$ cat src/rtl/modn_count_monitor.sv
// Watches a mod-N up/down count stream; recovers step/hold/wrap/direction and flags illegal samples.
// Latency 1 (all outputs registered). Optional MODN_MON_REVS_EN adds a signed net revolution counter.
module modn_count_monitor #(
  parameter int N     = 10,
  parameter int REV_W = 8
) (
  input  logic                   clk,
  input  logic                   rst,
  input  logic                   sample_valid,
  input  logic [$clog2(N)-1:0]   count_in,
  input  logic                   err_clr,
  output logic                   locked,
  output logic                   dir_up,
  output logic                   step,
  output logic                   hold,
  output logic                   wrap,
  output logic                   err,
  output logic                   err_sticky,
  output logic [REV_W-1:0]       revs
);

  localparam int W = $clog2(N);
  localparam logic [W-1:0] TOP = W'(N - 1);
  localparam logic [W:0]   MOD = (W + 1)'(N);

  localparam logic [1:0] UNSYNC = 2'd0;
  localparam logic [1:0] ACQ    = 2'd1;
  localparam logic [1:0] TRACK  = 2'd2;

  logic [1:0]   state;
  logic [W-1:0] prev;

  // Neighbours are formed one bit wider so non-power-of-two moduli wrap explicitly.
  logic [W:0]   prev_inc, prev_dec;
  logic [W-1:0] up_val, down_val;
  logic         is_range, is_hold, is_up, is_down, is_jump;
  logic         legal_move, wrap_up, wrap_dn;

  always_comb begin
    prev_inc   = {1'b0, prev} + (W + 1)'(1);
    prev_dec   = {1'b0, prev} - (W + 1)'(1);
    up_val     = (prev == TOP)   ? '0  : prev_inc[W-1:0];
    down_val   = (prev == '0)    ? TOP : prev_dec[W-1:0];
    is_range   = ({1'b0, count_in} >= MOD);
    is_hold    = !is_range && (count_in == prev);
    is_up      = !is_range && (count_in == up_val);
    is_down    = !is_range && (count_in == down_val);
    is_jump    = !is_range && !is_hold && !is_up && !is_down;
    legal_move = sample_valid && (state != UNSYNC) && (is_hold || is_up || is_down);
    wrap_up    = legal_move && is_up   && (prev == TOP);
    wrap_dn    = legal_move && is_down && (prev == '0);
  end

  always_ff @(posedge clk or posedge rst) begin
    if (rst) begin
      state      <= UNSYNC;
      prev       <= '0;
      locked     <= 1'b0;
      dir_up     <= 1'b1;
      step       <= 1'b0;
      hold       <= 1'b0;
      wrap       <= 1'b0;
      err        <= 1'b0;
      err_sticky <= 1'b0;
    end else begin
      step <= 1'b0;
      hold <= 1'b0;
      wrap <= 1'b0;
      err  <= 1'b0;
      if (err_clr) err_sticky <= 1'b0;
      if (sample_valid) begin
        case (state)
          UNSYNC: begin
            if (is_range) begin
              err        <= 1'b1;
              err_sticky <= 1'b1;
            end else begin
              prev  <= count_in;
              state <= ACQ;
            end
          end
          ACQ, TRACK: begin
            if (is_range) begin
              err        <= 1'b1;
              err_sticky <= 1'b1;
              locked     <= 1'b0;
              state      <= UNSYNC;
            end else if (is_jump) begin
              err        <= 1'b1;
              err_sticky <= 1'b1;
              locked     <= 1'b0;
              prev       <= count_in;
              state      <= ACQ;
            end else begin
              // First legal neighbour out of ACQ is reported exactly like a tracked sample.
              state  <= TRACK;
              locked <= 1'b1;
              prev   <= count_in;
              hold   <= is_hold;
              step   <= is_up || is_down;
              wrap   <= wrap_up || wrap_dn;
              if (is_up)   dir_up <= 1'b1;
              if (is_down) dir_up <= 1'b0;
            end
          end
          default: begin
            locked <= 1'b0;
            state  <= UNSYNC;
          end
        endcase
      end
    end
  end

`ifdef MODN_MON_REVS_EN
  always_ff @(posedge clk or posedge rst) begin
    if (rst)          revs <= '0;
    else if (wrap_up) revs <= revs + REV_W'(1);
    else if (wrap_dn) revs <= revs - REV_W'(1);
  end
`else
  assign revs = '0;
`endif

endmodule

$ cat config.mk
export PLATFORM = sky130hd
export DESIGN_NAME = modn_count_monitor
export DESIGN_NICKNAME = d
export VERILOG_FILES = /design/src/rtl/modn_count_monitor.sv
export SDC_FILE = /design/constraint.sdc
export NUM_CORES = 1
export LEC_CHECK = 0
export ABC_AREA = 1
export CORE_MARGIN = 2
export CORE_UTILIZATION = 45
export DETAILED_ROUTE_END_ITERATION = 10
export GPL_TIMING_DRIVEN = 0
export PLACE_DENSITY = 0.74
export SLEW_MARGIN = 20
export SYNTH_ARGS = -nofsm -noshare
export SYNTH_HDL_FRONTEND = slang
export SYNTH_SLANG_ARGS = --single-unit
export TNS_END_PERCENT = 30
$ cat constraint.sdc
create_clock -name clk -period 1.9 [get_ports clk]
set_input_delay 0.19 -clock clk [delete_from_list [all_inputs] [get_ports clk]]
set_output_delay 0.19 -clock clk [all_outputs]
set_load 0.005 [all_outputs]
==> results.sh <==
export IMPL_synth_warnings=0
export IMPL_cp_end_kind="flip-flop"
export IMPL_startpoint_type="flip-flop"
export IMPL_seq_area_frac_synth_pct=34.1
export IMPL_io_pins=23
export IMPL_grt_pass1_wl_mm=3.51
export IMPL_post_place_cells=197
export IMPL_antenna_left=0
export IMPL_grt_antenna_before_repair=0
export IMPL_ys_types=19
export IMPL_routed_wl_mm=1.98
export IMPL_dp_hpwl_mm=1.57
export IMPL_cts_setup_buffers=0
export IMPL_start_util_pct=48.3
export IMPL_status="complete, no violations"
export IMPL_syn_avg_cell_area_um2=6.42
export IMPL_grt_pass1_vias=859
export IMPL_synth_top_area_share_pct=31.4
export IMPL_reg2reg_slack_ps=200
export IMPL_syn_inst=149
export IMPL_drc_errors=0
export IMPL_syn_area_um2=957
export IMPL_clockRootBuffer="clkbuf_4"
export IMPL_min_path_type="primary input to async pin"
export IMPL_final_common_cell="nand2_1"
export IMPL_post_route_util_pct=59.7
export IMPL_worstSetupStartpoint="prev[1]"
export IMPL_area_delta_synth_final_pct=23.7
export IMPL_die_h_um=50.1
export IMPL_die_w_um=50.1
export IMPL_finalNonFillerCells=201
export IMPL_max_freq_mhz=587
export IMPL_vias=935
export IMPL_cts_tree="done"
export IMPL_rsz0062_at_grt="false"
export IMPL_post_route_cells_drive_above_1_share_pct=14.4
export IMPL_fillers=181
export IMPL_grt_usage_pct=18.2
export IMPL_setup_viol=0
export IMPL_slowest_stage="dfrtp_1"
export IMPL_dr_pass1_iters=4
export IMPL_grt_max_degree=14
export IMPL_clkSinkCount=13
export IMPL_clk_pin_slew_ps=80
export IMPL_hold_viol=0
export IMPL_drt_iter0_markers=37
export IMPL_yosysTopAreaCell="dfrtp_1"
export IMPL_avgRoutedWirePerCell_um=9.85
export IMPL_overflow=0
export IMPL_crit_top_cell="nor2_1"
export IMPL_finalCriticalPeriod_ps=1700
export IMPL_finalClockSkew_ps=3.17
export IMPL_ctsHoldBuffers=0
export IMPL_final_nets=185
export IMPL_h_tree_depth=1
export IMPL_leakage_nw=0.659
export IMPL_synth_area_leaders="dfrtp_1 31%, nand2_1 20%, nand3_1 7.3%"
export IMPL_timing_final_crit_share_pct=89.7
export IMPL_path_delay_family="simple AND/OR/NAND/NOR gates"
export IMPL_critPathBufInv=2
export IMPL_cts_buffer_depth=2
export IMPL_synth_seq_cells=13
export IMPL_path_class="flip-flop to flip-flop"
export IMPL_core_um2=1980
export IMPL_r2r_end="wrap"
export IMPL_dieArea_um2=2510
export IMPL_maxCapViolations=0
export IMPL_clk_latency_ps=270
export IMPL_arrival_ps=1910
export IMPL_floorplan_rows=16
export IMPL_portBuffers=14
export IMPL_crit_chain="nor2_1, nand2_1, nand3_1, nand2_1, nor2_1, nand2_2, inv_2, nand3_1, o21ai_0, inv_1, nor2_1"
export IMPL_critPathMaxFanout=7
export IMPL_ctsResizeCount=0
export IMPL_antenna_cells=0
export IMPL_r2r_start="prev[1]"
export IMPL_slew_viol_final=0
export IMPL_worst_ir_drop_vdd_mv=0.406
export IMPL_setup_tns_ps=0
export IMPL_rr_worst_depth=11
export IMPL_globalplace_congestion=0.919
export IMPL_cp_slowest_stage_delay_ps=470
export IMPL_cts_buffers=3
export IMPL_p_per_area_nw_per_um2=966
export IMPL_final_cell_mix="52 x nand2_1, 17 x nor2_1, 15 x inv_1"
export IMPL_cp_required_ps=2110
export IMPL_drt_vias_per_instance=4.65
[synthesized netlist by cell type]
master and instances:
nand2_1 52, nor2_1 17, inv_1 15, nand3_1 14, dfrtp_1 12, buf_4 8, o21ai_0 6, inv_2 5
nand2_2 3, nand3_2 3, nand4_1 3, o21ai_1 3, ha_1 2, buf_2 1, conb_1 1, dfstp_2 1
nor2_2 1, nor3_1 1, xnor2_1 1
[worst register-to-register path: stages, from the launching register on]
cell and delay, ps:
dfrtp_1 470, nor2_1 270, nand2_1 120, nand3_1 100, nand2_1 50, nor2_1 140, nand2_2 110, inv_2 80
nand3_1 70, o21ai_0 90, inv_1 50, nor2_1 90
[area by class of cell]
cell class              instances  area, um^2  area share (%)
multi-input cells             114         517            43.7
plain buffers                   9        65.1            5.50
inverters                      20        75.1            6.34
repair buffers                 14         140            11.8
flip-flops and latches         13         327            27.6
clock buffers                   4        26.3            2.22
well taps                      27        33.8            2.85
[flip-flops by register name, indices dropped and copies added (netlist names)]
name,cells
err_sticky,1
hold,1
err,1
dir_up,1
wrap,1
locked,1
prev,4
step,1
state,2
[metal layers]
metal / vias to the layer above / global-route usage [%] / wire [um]
met1: 396 / 22.9 / 908
li1: 499 / - / -
met3: 7 / 1.82 / 90
met2: 33 / 29.6 / 926
met5: - / 0 / 0
met4: 0 / 11.6 / 53
[worst max-delay path by stage]
stage                  end  slack [ps]  depth (start not counted)
floorplan             wrap         510                         11
global placement      wrap         160                         11
detailed placement  dir_up         120                         10
CTS                   wrap         220                         11
global route          wrap          40                         11
finish                wrap         200                         11
[where the power goes]
part	switching, mW	leakage, nW	internal [mW]
clock	0.0874	0.0150	0.0814
sequential	0.0555	0.166	0.355
combinational	0.325	0.478	0.238
total	0.468	0.659	0.675
[stage by stage]
step                setup slack [ps]  power [mW]  hold WS, ps  area (um^2)
floorplan                        512       0.794         66.2          983
global placement                 159       0.953          459         1160
detailed placement               125       0.970          471         1160
CTS                              223        1.14          255         1180
global route                    36.4        1.26          295         1180
finish                           196        1.14          227         1180
[cell families (layout without fill, tap and decap cells)]
logic type	count (synthesis)	count (layout)	share of synthesized area, %
AOI/OAI and AO/OA	9	9	4.71
xor gates and xnor gates	1	1	0.915
adders and majority gates	2	2	2.61
buffers and inverters	29	47	14.6
DFF	13	13	34.1
other	1	8	0.392
and+or+nand+nor	94	94	42.6
(Power assumes the default switching activity.)
